--- src/rtl/edge_counter_bank_if.sv ---
// rtl/edge_counter_bank_if.sv - control, event-line and status bundle for edge_counter_bank
interface edge_counter_bank_if #(
    parameter int N_CH   = 4,
    parameter int N_BITS = 4
);
    logic                     en;
    logic [1:0]               mode;
    logic                     sat;
    logic [N_CH-1:0]          clr;
    logic [N_CH-1:0]          in;
    logic [N_CH*N_BITS-1:0]   out;
    logic [N_CH-1:0]          pulse;
    logic [N_CH-1:0]          ovf;

    modport master (
        output en, mode, sat, clr, in,
        input  out, pulse, ovf
    );

    modport slave (
        input  en, mode, sat, clr, in,
        output out, pulse, ovf
    );
endinterface

--- src/rtl/edge_counter_bank.sv ---
// rtl/edge_counter_bank.sv - multi-channel synchronised, debounced edge counter with wrap/saturate
module edge_counter_bank #(
    parameter int N_CH      = 4,
    parameter int N_BITS    = 4,
    parameter int DB_CYCLES = 0
) (
    input  logic              clk,
    input  logic              rst,
    edge_counter_bank_if.slave bus
);
    localparam int                DBW     = (DB_CYCLES > 0) ? $clog2(DB_CYCLES + 1) : 1;
    localparam logic [DBW-1:0]    DB_LAST = DBW'(DB_CYCLES);
    localparam logic [N_BITS-1:0] CNT_MAX = '1;

    logic [N_CH-1:0]   s1;
    logic [N_CH-1:0]   s2;
    logic [N_CH-1:0]   filt;
    logic [N_CH-1:0]   pulse_r;
    logic [N_CH-1:0]   ovf_r;
    logic [DBW-1:0]    dbc [N_CH];
    logic [N_BITS-1:0] cnt [N_CH];

    logic [N_CH-1:0]   accept;
    logic [N_CH-1:0]   qual;
    logic              sel_rise;
    logic              sel_fall;

    // A level change is accepted once it has held for DB_CYCLES+1 consecutive samples
    always_comb begin
        accept   = '0;
        qual     = '0;
        sel_rise = (bus.mode == 2'b00) || (bus.mode == 2'b10);
        sel_fall = (bus.mode == 2'b01) || (bus.mode == 2'b10);
        for (int i = 0; i < N_CH; i++) begin
            accept[i] = (s2[i] != filt[i]) && (dbc[i] == DB_LAST);
            qual[i]   = accept[i] && ((s2[i] && sel_rise) || (!s2[i] && sel_fall));
        end
    end

    always_ff @(posedge clk) begin
        if (rst) begin
            s1      <= '0;
            s2      <= '0;
            filt    <= '0;
            pulse_r <= '0;
            ovf_r   <= '0;
            for (int i = 0; i < N_CH; i++) begin
                dbc[i] <= '0;
                cnt[i] <= '0;
            end
        end else begin
            s1      <= bus.in;
            s2      <= s1;
            pulse_r <= qual;
            for (int i = 0; i < N_CH; i++) begin
                if (s2[i] == filt[i]) begin
                    dbc[i] <= '0;
                end else if (accept[i]) begin
                    filt[i] <= s2[i];
                    dbc[i]  <= '0;
                end else begin
                    dbc[i] <= dbc[i] + DBW'(1);
                end

                // Clear wins over a coincident increment; the pulse is still reported
                if (bus.clr[i]) begin
                    cnt[i]   <= '0;
                    ovf_r[i] <= 1'b0;
                end else if (bus.en && qual[i]) begin
                    if (cnt[i] == CNT_MAX) begin
                        ovf_r[i] <= 1'b1;
                        cnt[i]   <= bus.sat ? CNT_MAX : '0;
                    end else begin
                        cnt[i] <= cnt[i] + N_BITS'(1);
                    end
                end
            end
        end
    end

    always_comb begin
        bus.out = '0;
        for (int i = 0; i < N_CH; i++) begin
            bus.out[i*N_BITS +: N_BITS] = cnt[i];
        end
    end

    assign bus.pulse = pulse_r;
    assign bus.ovf   = ovf_r;
endmodule
--- src/flat_wrapper.sv ---
// flat-port wrapper written by rule: the top's interface ports become plain ports
module edge_counter_bank_flat 
#(
    parameter int N_CH      = 4,
    parameter int N_BITS    = 4,
    parameter int DB_CYCLES = 0
)
  (clk, rst, bus_en, bus_mode, bus_sat, bus_clr, bus_in, bus_out, bus_pulse, bus_ovf);
  edge_counter_bank_if #(.N_CH(N_CH), .N_BITS(N_BITS)) bus_i ();
  input  logic clk;
  input  logic rst;
  input wire logic [$bits(bus_i.en)-1:0] bus_en;
  input wire logic [$bits(bus_i.mode)-1:0] bus_mode;
  input wire logic [$bits(bus_i.sat)-1:0] bus_sat;
  input wire logic [$bits(bus_i.clr)-1:0] bus_clr;
  input wire logic [$bits(bus_i.in)-1:0] bus_in;
  output wire logic [$bits(bus_i.out)-1:0] bus_out;
  output wire logic [$bits(bus_i.pulse)-1:0] bus_pulse;
  output wire logic [$bits(bus_i.ovf)-1:0] bus_ovf;
  assign bus_i.en = bus_en;
  assign bus_i.mode = bus_mode;
  assign bus_i.sat = bus_sat;
  assign bus_i.clr = bus_clr;
  assign bus_i.in = bus_in;
  assign bus_out = bus_i.out;
  assign bus_pulse = bus_i.pulse;
  assign bus_ovf = bus_i.ovf;
  edge_counter_bank #(.N_CH(N_CH), .N_BITS(N_BITS), .DB_CYCLES(DB_CYCLES)) u_core (.clk(clk), .rst(rst), .bus(bus_i));
endmodule
--- config.mk ---
export PLATFORM = sky130hd
export DESIGN_NAME = edge_counter_bank_flat
export DESIGN_NICKNAME = d
export VERILOG_FILES = /design/src/rtl/edge_counter_bank_if.sv /design/src/rtl/edge_counter_bank.sv /design/src/flat_wrapper.sv
export SDC_FILE = /design/constraint.sdc
export NUM_CORES = 1
export LEC_CHECK = 0
export ABC_CLOCK_PERIOD_IN_PS = 4300
export CELL_PAD_IN_SITES_DETAIL_PLACEMENT = 1
export CELL_PAD_IN_SITES_GLOBAL_PLACEMENT = 2
export CORE_ASPECT_RATIO = 0.8
export CORE_MARGIN = 8
export CORE_UTILIZATION = 35
export CTS_CLUSTER_SIZE = 12
export DETAILED_ROUTE_END_ITERATION = 6
export MAX_ROUTING_LAYER = met4
export PLACE_DENSITY = 0.86
export SLEW_MARGIN = 5
export SYNTH_ARGS = -nofsm -noshare
export SYNTH_HDL_FRONTEND = slang
export SYNTH_SLANG_ARGS = --single-unit
--- constraint.sdc ---
create_clock -name clk -period 4.3 [get_ports clk]
set_input_delay 0.86 -clock clk [delete_from_list [all_inputs] [get_ports clk]]
set_output_delay 0.86 -clock clk [all_outputs]
set_load 0.01 [all_outputs]
* Yosys cells after proc, flatten, opt, wreduce, memory -nomap -nowiden
Memory sizes are Yosys's and may differ from the RTL's. Index checks and enable logic that the tools add are counted.
Storage, ports and cells: memory bits (writable) 20, register bits after elaboration 20, memories kept 2, input bits 14, output and inout bits 24
Memory list:
- u_core.cnt | depth 4, width 4, read ports 4, clocked after memory_dff 0, wr ports 4, RTL line edge_counter_bank.sv:21 | logic [N_BITS-1:0] cnt [N_CH];
- u_core.dbc | depth 4, width 1, read ports 4, clocked after memory_dff 0, wr ports 4, RTL line edge_counter_bank.sv:20 | logic [DBW-1:0] dbc [N_CH];
Cells by class: equal/unequal tests 14, reduce and logical (&&, ||, !) cells 43, bitwise operators 32, $add $sub $neg 8, muxes and demuxes 123
Operator list (count):
- $mux 1 | 110
- $mux 4 | 13
- $or 1x1->1 | 24
- $logic_and 1x1->1 | 20
- $add 4x1->4 const B | 4
- $eq 4x4->1 const B | 4
- $reduce_and 2->1 | 8
- $not 1->1 | 8
- $reduce_or 2->1 | 4
- $logic_or 1x1->1 | 6
- $add 1x1->1 const B | 4
- $eq 1x1->1 | 4
- $logic_not 1->1 | 4
- $ne 1x1->1 | 4
- $eq 2x1->1 const B | 1
- $eq 2x2->1 const B | 1
- $logic_not 2->1 | 1

* Longest topological paths before layout
Gate-level depths: netlist of run 1.
depth after elaboration 12, depth in mapped cells 5, gate-level depth less buffers 5

* Worst setup path after synthesis of run 1
Ideal clock, no wire load.
path type input port to flip-flop, from input port bus_mode[0], to memory u_core.cnt[2][0], enable pin, required time 3.939 ns, arrival 1.863 ns, setup time 0.361 ns, setup slack 2.075 ns, cell stages on the path 5, path through inv_1 -> ha_1 -> nand3b_1 -> o21a_1 -> o21ai_0
RTL lines:
- from (decl) | RTL line flat_wrapper.sv:13 | input wire logic [$bits(bus_i.mode)-1:0] bus_mode;
- to (decl) | RTL line edge_counter_bank.sv:21

==> results by group, run 1 <==
Status
  • Run status: finished clean

STA
  • Max Freq: 373 MHz
  • Worst slew pin tran: 0.576 ns
  • Final setup viols: 0
  • Period utilization: 62.3%
  • Hold Slack: 0.456 ns
  • Hold Fails Final Rpt: 0
  • Worst slew margin: 61.2%
  • Setup_tns: 0 ns
  • RSZ-0062 raised after global routing: no
  • Tmin final: 2.68 ns
  • Fin. max-slew vios: 0
  • Skew final: 0.00678 ns

Layout
  • Antenna diodes: 0
  • Cell Count, Final, Fillers Out: 273
  • FILL cells: 560
  • Final #Nets: 230
  • Register area: 0.00100 mm²
  • Area Overhead vs Synth: 30.5%
  • Most frequent cells in the layout: clkdlybuf4s50_1 (37), dfxtp_1 (20), edfxtp_1 (20)
  • Most common cell after layout, fill and taps aside: clkdlybuf4s50_1
  • Multi-input logic area: 875 µm²
  • Share of cells above drive strength 1: 12.8%

Synth
  • Synth cell types: 26
  • Yosys top cell area share: 32.1%
  • Average size of a mapped cell: 11.6 µm²
  • YS warnings: 0
  • Synth Instances: 162
  • Top cell type by total area after synthesis: edfxtp_1
  • Synthesized area: 0.00187 mm²
  • Synth top area cells: edfxtp_1 (32%), dfxtp_1 (21%), mux2i_1 (6.4%)
  • Sequential cell area fraction in the yosys report: 53.4%
  • Yosys reg bits: 40

Power and ir drop
  • Lkg Pwr: 0.000899 µW
  • Pwr dens: 321 mW/mm²
  • Maximum VDD drop: 0.000166 V

Floorplan
  • Die W: 97.8 µm
  • Die height: 81.4 µm
  • Cell Rows: 23
  • IO Count: 38
  • Core Box Area: 0.00509 mm²
  • Initial core utilization: 36.8%
  • Die area: 0.00796 mm²

Critical path
  • Critical Path Fanout Max: 7
  • Worst r2r dst: u_core.cnt[1][0]
  • R2r worst-path depth: 4
  • Reg2reg setup slack: 2.63 ns
  • Worst Setup End Kind: flip-flop
  • Required time of the critical path: 4.23 ns
  • CP startpoint kind: input port
  • Reg2reg start: u_core.cnt[1][0]
  • Arrival @ worst endpoint: 2.60 ns
  • Setup CP Type: input port to flip-flop

Drt
  • DRC: 0
  • Drt via density: 5.04
  • Vias post-DR: 1375
  • DR WL/cell: 16.3 µm
  • Initial DRC Count: 42
  • Detailed-route wire length: 4440 µm
  • Drt pass-1 iters: 4
  • Routed Antenna Nets: 0

Clock network
  • Buffer count from post-CTS setup fixing: 0
  • Post-CTS Resized: 0
  • Deepest level of the CTS H-tree: 2
  • Clk root buf: clkbuf_8
  • Clock Sinks: 40
  • Total CTS buffers: 5
  • CTS tree: built
  • Clk slew on worst S/H paths: 0.08 ns
  • Clk buf depth: 2
  • Hold_buf cts: 0
  • Clk_lat worst skew: 0.29 ns

Place
  • Placed cell count: 265
  • IO buf count: 37
  • Routability cong.: 0.781
  • Dpl hpwl: 3530 µm

Hold path
  • Hold WC Path Type: flip-flop to flip-flop
  • Hold path endpoint: u_core.s2[1]
  • Hold Crit Start: u_core.s1[1]
  • Hold Crit Depth: 1

GRT
  • Initial antenna violation count: 0
  • Vias in the first global route: 1522
  • Total global routing overflow: 0
  • First-pass GRT wire length: 7650 µm
  • GRT Resource Usage Total: 12.4%
  • Largest net degree at the start of global routing: 21

Job
  • MaxCap Viol Count: 0
[cells in the mapped netlist]
cell / n
o21a_1: 4
clkbuf_1: 2
inv_1: 2
dfxtp_1: 20
ha_1: 6
nor2_1: 16
a21oi_1: 4
nor2b_1: 8
nand2b_4: 1
edfxtp_1: 20
mux2i_1: 12
nand2b_1: 4
conb_1: 2
nor3_1: 8
buf_2: 1
or3_4: 4
nand2_1: 8
nand3_1: 8
nor4_2: 8
a2111oi_2: 4
or2b_1: 4
o21ai_0: 6
o21ai_1: 2
nand3b_1: 4
o31ai_2: 1
o31ai_1: 3
[layer usage]
metal	track usage [%]	share of wire [%]	vias to the layer above
met2	21.4	50	30
met5	-	0	-
met3	2.96	3.4	7
met1	14.0	45	657
met4	4.19	1.2	0
li1	-	-	681
[cell families after synthesis]
kind of cell / count (synthesis) / share of synthesized area (%)
AO/OA/AOI/OAI: 24 / 9.89
AND/OR/NAND/NOR: 73 / 24.8
other: 2 / 0.401
multiplexers: 12 / 6.41
flip-flops: 40 / 53.4
buffers and inverters: 5 / 1.07
adder cells (fa/ha/maj): 6 / 4.01
[how the worst max path moves through the flow]
stage | start | to | cells after the start
global route | bus_mode[1] | u_core.cnt[0][0] | 6
floorplan | bus_mode[0] | u_core.cnt[2][0] | 5
detailed placement | bus_mode[1] | u_core.cnt[2][1] | 6
finish | bus_mode[1] | u_core.cnt[2][0] | 6
CTS | bus_mode[1] | u_core.cnt[2][0] | 6
global placement | bus_mode[1] | u_core.cnt[3][2] | 6
[area by class of cell]
type	count	share of cell area [%]
multi-input combinational	123	35.8
clock buffer	6	3.84
sequential	40	41.0
timing repair buffer	38	15.5
inverter	2	0.307
clock inverter	2	0.461
tap	62	3.17
[report_power, final]
group          switching, µW  internal [µW]  total (µW)
registers               14.3            415         430
logic                   38.5           39.7        78.2
clock network            129            149         277
total                    181            604         785
[critical path, cell delays in order]
cell	delay [ns]
clkdlybuf4s50_1	0.48
inv_1	0.05
ha_1	0.37
nand3b_1	0.12
o21a_1	0.22
o21ai_0	0.52
[registers in the layout, summed over array words and instances, names as in the netlist]
signal	cells
u_core.cnt	16
u_core.bus.ovf	4
u_core.bus.pulse	4
u_core.dbc	4
u_core.filt	4
u_core.s1	4
u_core.s2	4
[per-stage QoR]
step	instance area, µm²	setup slack (ns)	power [µW]	util, %
after CTS	2440	1.60	798	48.0
final	2440	1.62	785	48.0
after floorplan	1900	2.08	474	-
after global routing	2440	1.49	824	48.0
after global placement	2340	1.46	513	45.9
after detailed placement	2340	1.33	518	45.9
No activity file was read; power rests on OpenSTA's default activity.
==> inputs of run 2 (changes only) <==
Settings changed: ABC_CLOCK_PERIOD_IN_PS 4300 to 2400, CORE_UTILIZATION 35 to 30, PLACE_DENSITY 0.86 to 0.79.
Clock period 4.3 ns to 2.4 ns, I/O delays scaled along.
==> results by group, run 2 (synthesized netlist as in run 1, its figures left out) <==
Status
  • Run status: finished clean

GRT
  • Initial antenna violation count: 0 (unchanged)
  • Vias in the first global route: 1467 (-3.6%)
  • GRT Resource Usage Total: 9.86% (-2.5 points)
  • Total global routing overflow: 0 (unchanged)
  • Largest net degree at the start of global routing: 21 (unchanged)
  • First-pass GRT wire length: 7180 µm (-6.2%)

Drt
  • Routed Antenna Nets: 0 (unchanged)
  • Initial DRC Count: 27 (-36%)
  • DR WL/cell: 13.8 µm (-15%)
  • DRC: 0 (unchanged)
  • Vias post-DR: 1382 (+0.51%)
  • Drt pass-1 iters: 4 (unchanged)
  • Drt via density: 4.62 (-8.2%)
  • Detailed-route wire length: 4140 µm (-6.8%)

Place
  • DP Area: 0.00241 mm² (+3.3%)
  • Routability cong.: 0.684 (-12%)
  • IO buf count: 37 (unchanged)
  • Dpl hpwl: 3260 µm (-7.5%)

Floorplan
  • Core Box Area: 0.00597 mm² (+17%)
  • IO Count: 38 (unchanged)
  • Cell Rows: 25 (+8.7%)
  • Die W: 104 µm (+6.7%)
  • Die height: 86.7 µm (+6.4%)
  • Initial core utilization: 31.4% (-5.4 points)
  • Die area: 0.00904 mm² (+14%)

Layout
  • Share of cells above drive strength 1: 15.1% (+2.3 points)
  • Final instance area: 0.00253 mm² (+3.4%)
  • FILL cells: 662 (+18%)
  • Register area: 0.00100 mm² (unchanged)
  • Most common cell after layout, fill and taps aside: clkdlybuf4s50_1
  • Multi-input logic area: 875 µm² (unchanged)
  • Antenna diodes: 0 (unchanged)
  • Biggest register: u_core.cnt
  • Most frequent cells in the layout: clkdlybuf4s50_1 (37), dfxtp_1 (20), edfxtp_1 (20)
  • Max FFs per register: 16 (unchanged)
  • Area Overhead vs Synth: 34.9%
  • Final #Nets: 237 (+3.0%)

STA
  • Tmin final: 2.00 ns
  • RSZ-0062 raised after global routing: no
  • Setup_tns: 0 ns (unchanged)
  • Fin. max-slew vios: 0 (unchanged)
  • Hold Fails Final Rpt: 0 (unchanged)
  • Hold Slack: 0.439 ns (-0.0164 ns)
  • Skew final: 0.00643 ns (-0.000347 ns)
  • Final setup viols: 0 (unchanged)
  • Max Freq: 500 MHz
  • Period utilization: 83.3%

Critical path
  • Setup CP Type: input port to flip-flop
  • Worst r2r dst: u_core.cnt[3][0]
  • Arrival @ worst endpoint: 2.00 ns (-0.60 ns)
  • Reg2reg setup slack: 0.78 ns (-1.85 ns)
  • R2r worst-path depth: 4 (unchanged)
  • Worst Setup End Kind: flip-flop
  • CP startpoint kind: input port
  • Required time of the critical path: 2.41 ns (-1.82 ns)
  • Reg2reg start: u_core.cnt[3][0]
  • Critical Path Fanout Max: 7 (unchanged)

Hold path
  • Hold path endpoint: u_core.s2[0]
  • Hold WC Path Type: flip-flop to flip-flop
  • Hold Crit Depth: 1 (unchanged)
  • Hold Crit Start: u_core.s1[0]

Clock network
  • Deepest level of the CTS H-tree: 2 (unchanged)
  • Clk buf depth: 2 (unchanged)
  • Clk slew on worst S/H paths: 0.08 ns (about the same)
  • Clock Sinks: 40 (unchanged)
  • CTS tree: built
  • Clk root buf: clkbuf_8
  • Post-CTS Resized: 0 (unchanged)
  • Clk_lat worst skew: 0.28 ns (about the same)
  • Total CTS buffers: 5 (unchanged)
  • Buffer count from post-CTS setup fixing: 0 (unchanged)
  • Hold_buf cts: 0 (unchanged)

Job
  • MaxCap Viol Count: 0 (unchanged)

Power and ir drop
  • Maximum VDD drop: 0.000314 V (+89%)
  • Pwr dens: 569 mW/mm² (+77%)
  • Lkg Pwr: 0.000930 µW (+3.4%)
  • Pwr Total: 1440 µW (+83%)
==> run 2: report_power, final <==
part / total [µW] / switching (µW) / leakage (µW) / internal, µW
clock network: 523 / 230 / 0.0000570 / 293
logic: 145 / 67.3 / 0.000493 / 77.9
registers: 768 / 24.5 / 0.000381 / 744
total: 1440 / 322 / 0.000930 / 1110
==> run 2: worst max path at each step <==
stage | startpoint | endpoint | cells past startpoint
2_1_floorplan | bus_mode[0] | u_core.cnt[2][0] | 5
3_3_place_gp | bus_mode[1] | u_core.cnt[0][2] | 7
3_5_place_dp | bus_mode[1] | u_core.cnt[0][1] | 7
4_1_cts | bus_mode[1] | u_core.cnt[0][1] | 7
5_1_grt | bus_mode[1] | u_core.cnt[0][2] | 7
6_report | bus_mode[1] | u_core.cnt[0][1] | 7
==> run 2: cell type report <==
| class | instances | share of cell area, % |
|---|---|---|
| repair buffers | 45 | 17.0 |
| clock buffers | 7 | 4.26 |
| clock inverters | 1 | 0.149 |
| inverters | 2 | 0.297 |
| well taps | 81 | 4.01 |
| flip-flops and latches | 40 | 39.6 |
| multi-input cells | 123 | 34.6 |
==> run 2: metal layers <==
| metal | vias up | share of wire, % | track usage (%) |
|---|---|---|---|
| met3 | 5 | 2.8 | 2.52 |
| li1 | 700 | - | - |
| met2 | 19 | 46 | 15.6 |
| met4 | 0 | 0.92 | 3.15 |
| met1 | 658 | 50 | 12.1 |
| met5 | - | 0 | - |
==> run 2: metrics by stage <==
stage	setup WS, ns	cells	utilization, %
final	0.401	299	42.3
after global routing	0.268	299	42.3
after CTS	0.380	299	42.3
after detailed placement	0.114	291	40.4
after global placement	0.137	291	40.4
after floorplan	0.555	168	-
==> run 2: critical path: stages <==
cell and delay [ns]:
clkdlybuf4s50_1 0.48, inv_1 0.05, ha_1 0.34, nand3b_1 0.10
o21a_1 0.21, o21ai_0 0.20, buf_4 0.16
==> inputs of run 3 (changes only) <==
Settings changed: ABC_CLOCK_PERIOD_IN_PS 2400 to 2050, CORE_UTILIZATION 30 to 33, PLACE_DENSITY 0.79 to 0.82.
Clock period 2.4 ns to 2.05 ns, I/O delays scaled along.
==> results by group, run 3 (synthesized netlist as in run 1, its figures left out) <==
Clock network
  • Clk root buf: clkbuf_8
  • CTS tree: built
  • Clk_lat worst skew: 0.29 ns (about the same)
  • Clk slew on worst S/H paths: 0.08 ns (about the same)
  • Clk buf depth: 2 (unchanged)
  • Post-CTS Resized: 0 (unchanged)
  • Clock Sinks: 40 (unchanged)
  • Deepest level of the CTS H-tree: 2 (unchanged)
  • Buffer count from post-CTS setup fixing: 0 (unchanged)
  • Total CTS buffers: 5 (unchanged)
  • Hold_buf cts: 0 (unchanged)

GRT
  • GRT Resource Usage Total: 11.6% (+1.7 points)
  • Initial antenna violation count: 0 (unchanged)
  • Vias in the first global route: 1565 (+6.7%)
  • Total global routing overflow: 0 (unchanged)
  • First-pass GRT wire length: 7560 µm (+5.3%)
  • Largest net degree at the start of global routing: 21 (unchanged)

Drt
  • Drt via density: 4.73 (+2.4%)
  • Routed Antenna Nets: 0 (unchanged)
  • Detailed-route wire length: 4400 µm (+6.2%)
  • Initial DRC Count: 49 (+81%)
  • Drt pass-1 iters: 2 (-2)
  • DRC: 0 (unchanged)
  • DR WL/cell: 14.7 µm (+5.9%)
  • Vias post-DR: 1420 (+2.7%)

STA
  • Skew final: 0.00249 ns (-0.00394 ns)
  • Worst slew pin tran: 0.512 ns
  • Fin. max-slew vios: 0 (unchanged)
  • Tmin final: 1.90 ns
  • Worst slew margin: 65.7%
  • Period utilization: 92.5%
  • Final setup viols: 0 (unchanged)
  • Hold Fails Final Rpt: 0 (unchanged)
  • Max Freq: 527 MHz
  • RSZ-0062 raised after global routing: no
  • Final WS setup: 0.153 ns (-0.248 ns)

Critical path
  • Setup CP Type: input port to flip-flop
  • CP Launch Point: bus_mode[1]
  • CP cell instances: clkdlybuf4s50_1 > inv_1 > ha_1 > nand3b_1 > o21a_1 > o21ai_0 > buf_4
  • Reg2reg start: u_core.cnt[1][0]
  • Max stage delay on crit path: 0.49 ns (about the same)
  • CP startpoint kind: input port
  • Arrival @ worst endpoint: 1.92 ns (-0.08 ns)
  • Worst Setup End Kind: flip-flop
  • Critical Path Fanout Max: 4 (-3)
  • Required time of the critical path: 2.07 ns (-0.34 ns)
  • CP max-delay cell: clkdlybuf4s50_1

Place
  • Worst slack at placement: -0.167 ns (-0.280 ns)
  • Routability cong.: 0.735 (+7.5%)
  • Dpl hpwl: 3420 µm (+4.9%)
  • IO buf count: 37 (unchanged)

Floorplan
  • Die W: 100 µm (-3.9%)
  • Die area: 0.00836 mm² (-7.6%)
  • Initial core utilization: 34.3% (+2.9 points)
  • Core Box Area: 0.00547 mm² (-8.5%)
  • Cell Rows: 24 (-4.0%)
  • Die height: 83.4 µm (-3.8%)
  • IO Count: 38 (unchanged)

Hold path
  • Hold Crit Start: u_core.s1[3]
  • Hold WC Path Type: flip-flop to flip-flop

Power and ir drop
  • Pwr Total: 1730 µW (+21%)
  • Maximum VDD drop: 0.000391 V (+25%)
  • Lkg Pwr: 0.000953 µW (+2.4%)
  • Pwr dens: 677 mW/mm² (+19%)

Layout
  • Final #Nets: 241 (+1.7%)
  • Biggest register: u_core.cnt
  • Most frequent cells in the layout: clkdlybuf4s50_1 (37), dfxtp_1 (20), edfxtp_1 (20)
  • Share of cells above drive strength 1: 17.1% (+2.0 points)
  • Most common cell after layout, fill and taps aside: clkdlybuf4s50_1
  • Area Overhead vs Synth: 36.8%
  • Antenna diodes: 0 (unchanged)
  • Max FFs per register: 16 (unchanged)
  • FILL cells: 625 (-5.6%)

Job
  • MaxCap Viol Count: 0 (unchanged)

Status
  • Run status: finished clean
## run 3: cell count changes in the layout (fill, tap and decap cells not counted)
cell,previous run,this run
clkbuf_8,6,7
clkinv_1,1,0
buf_4,8,12
## run 3: area by class of cell
type | count | area, µm² | share of cell area [%]
clock buffer | 8 | 121 | 4.74
inverter | 2 | 7.51 | 0.293
multi-input combinational | 123 | 875 | 34.1
sequential | 40 | 1000 | 39.1
tap | 78 | 97.6 | 3.81
timing repair buffer | 49 | 460 | 18.0
## run 3: critical path: cells and delay by family
family | cells | cell delay (ns)
AOI/OAI and AO/OA | 2 | 0.33
and+or+nand+nor | 1 | 0.10
buffers and inverters | 3 | 0.71
adders and majority gates | 1 | 0.35
## run 3: per-stage QoR
| stage | setup TNS [ns] | hold WS [ns] | area [µm²] | instances | util [%] |
|---|---|---|---|---|---|
| after detailed placement | -3.87 | 0.429 | 2440 | 292 | 44.7 |
| after global routing | 0 | 0.464 | 2560 | 300 | 46.9 |
| after CTS | 0 | 0.448 | 2560 | 300 | 46.9 |
| final | 0 | 0.444 | 2560 | 300 | 46.9 |
| after global placement | -1.94 | 0.424 | 2440 | 292 | 44.7 |
| after floorplan | 0 | 0.414 | 1900 | 168 | - |
## run 3: worst paths after layout
check / endpoint / slack (ns) / cells after the start
worst min register to register: u_core.s2[3] / 0.44 / 1
worst max-delay path: u_core.cnt[0][2] / 0.15 / 7
worst min-delay path: u_core.s2[3] / 0.44 / 1
worst max register to register: u_core.cnt[1][0] / 0.43 / 4
## run 3: power by group
part	leakage [µW]	internal (µW)	total, µW	switching (µW)
registers	0.000381	871	901	30.1
clock network	0.0000627	381	657	277
logic	0.000510	95.2	176	81.2
## run 3: layer usage
metal	wire (µm)	track usage, %	vias up	part of all wire [%]
li1	-	-	707	-
met5	0	-	-	0
met2	2130	18.6	22	48
met4	64	4.93	0	1.5
met3	203	3.50	6	4.6
met1	2000	13.1	685	45
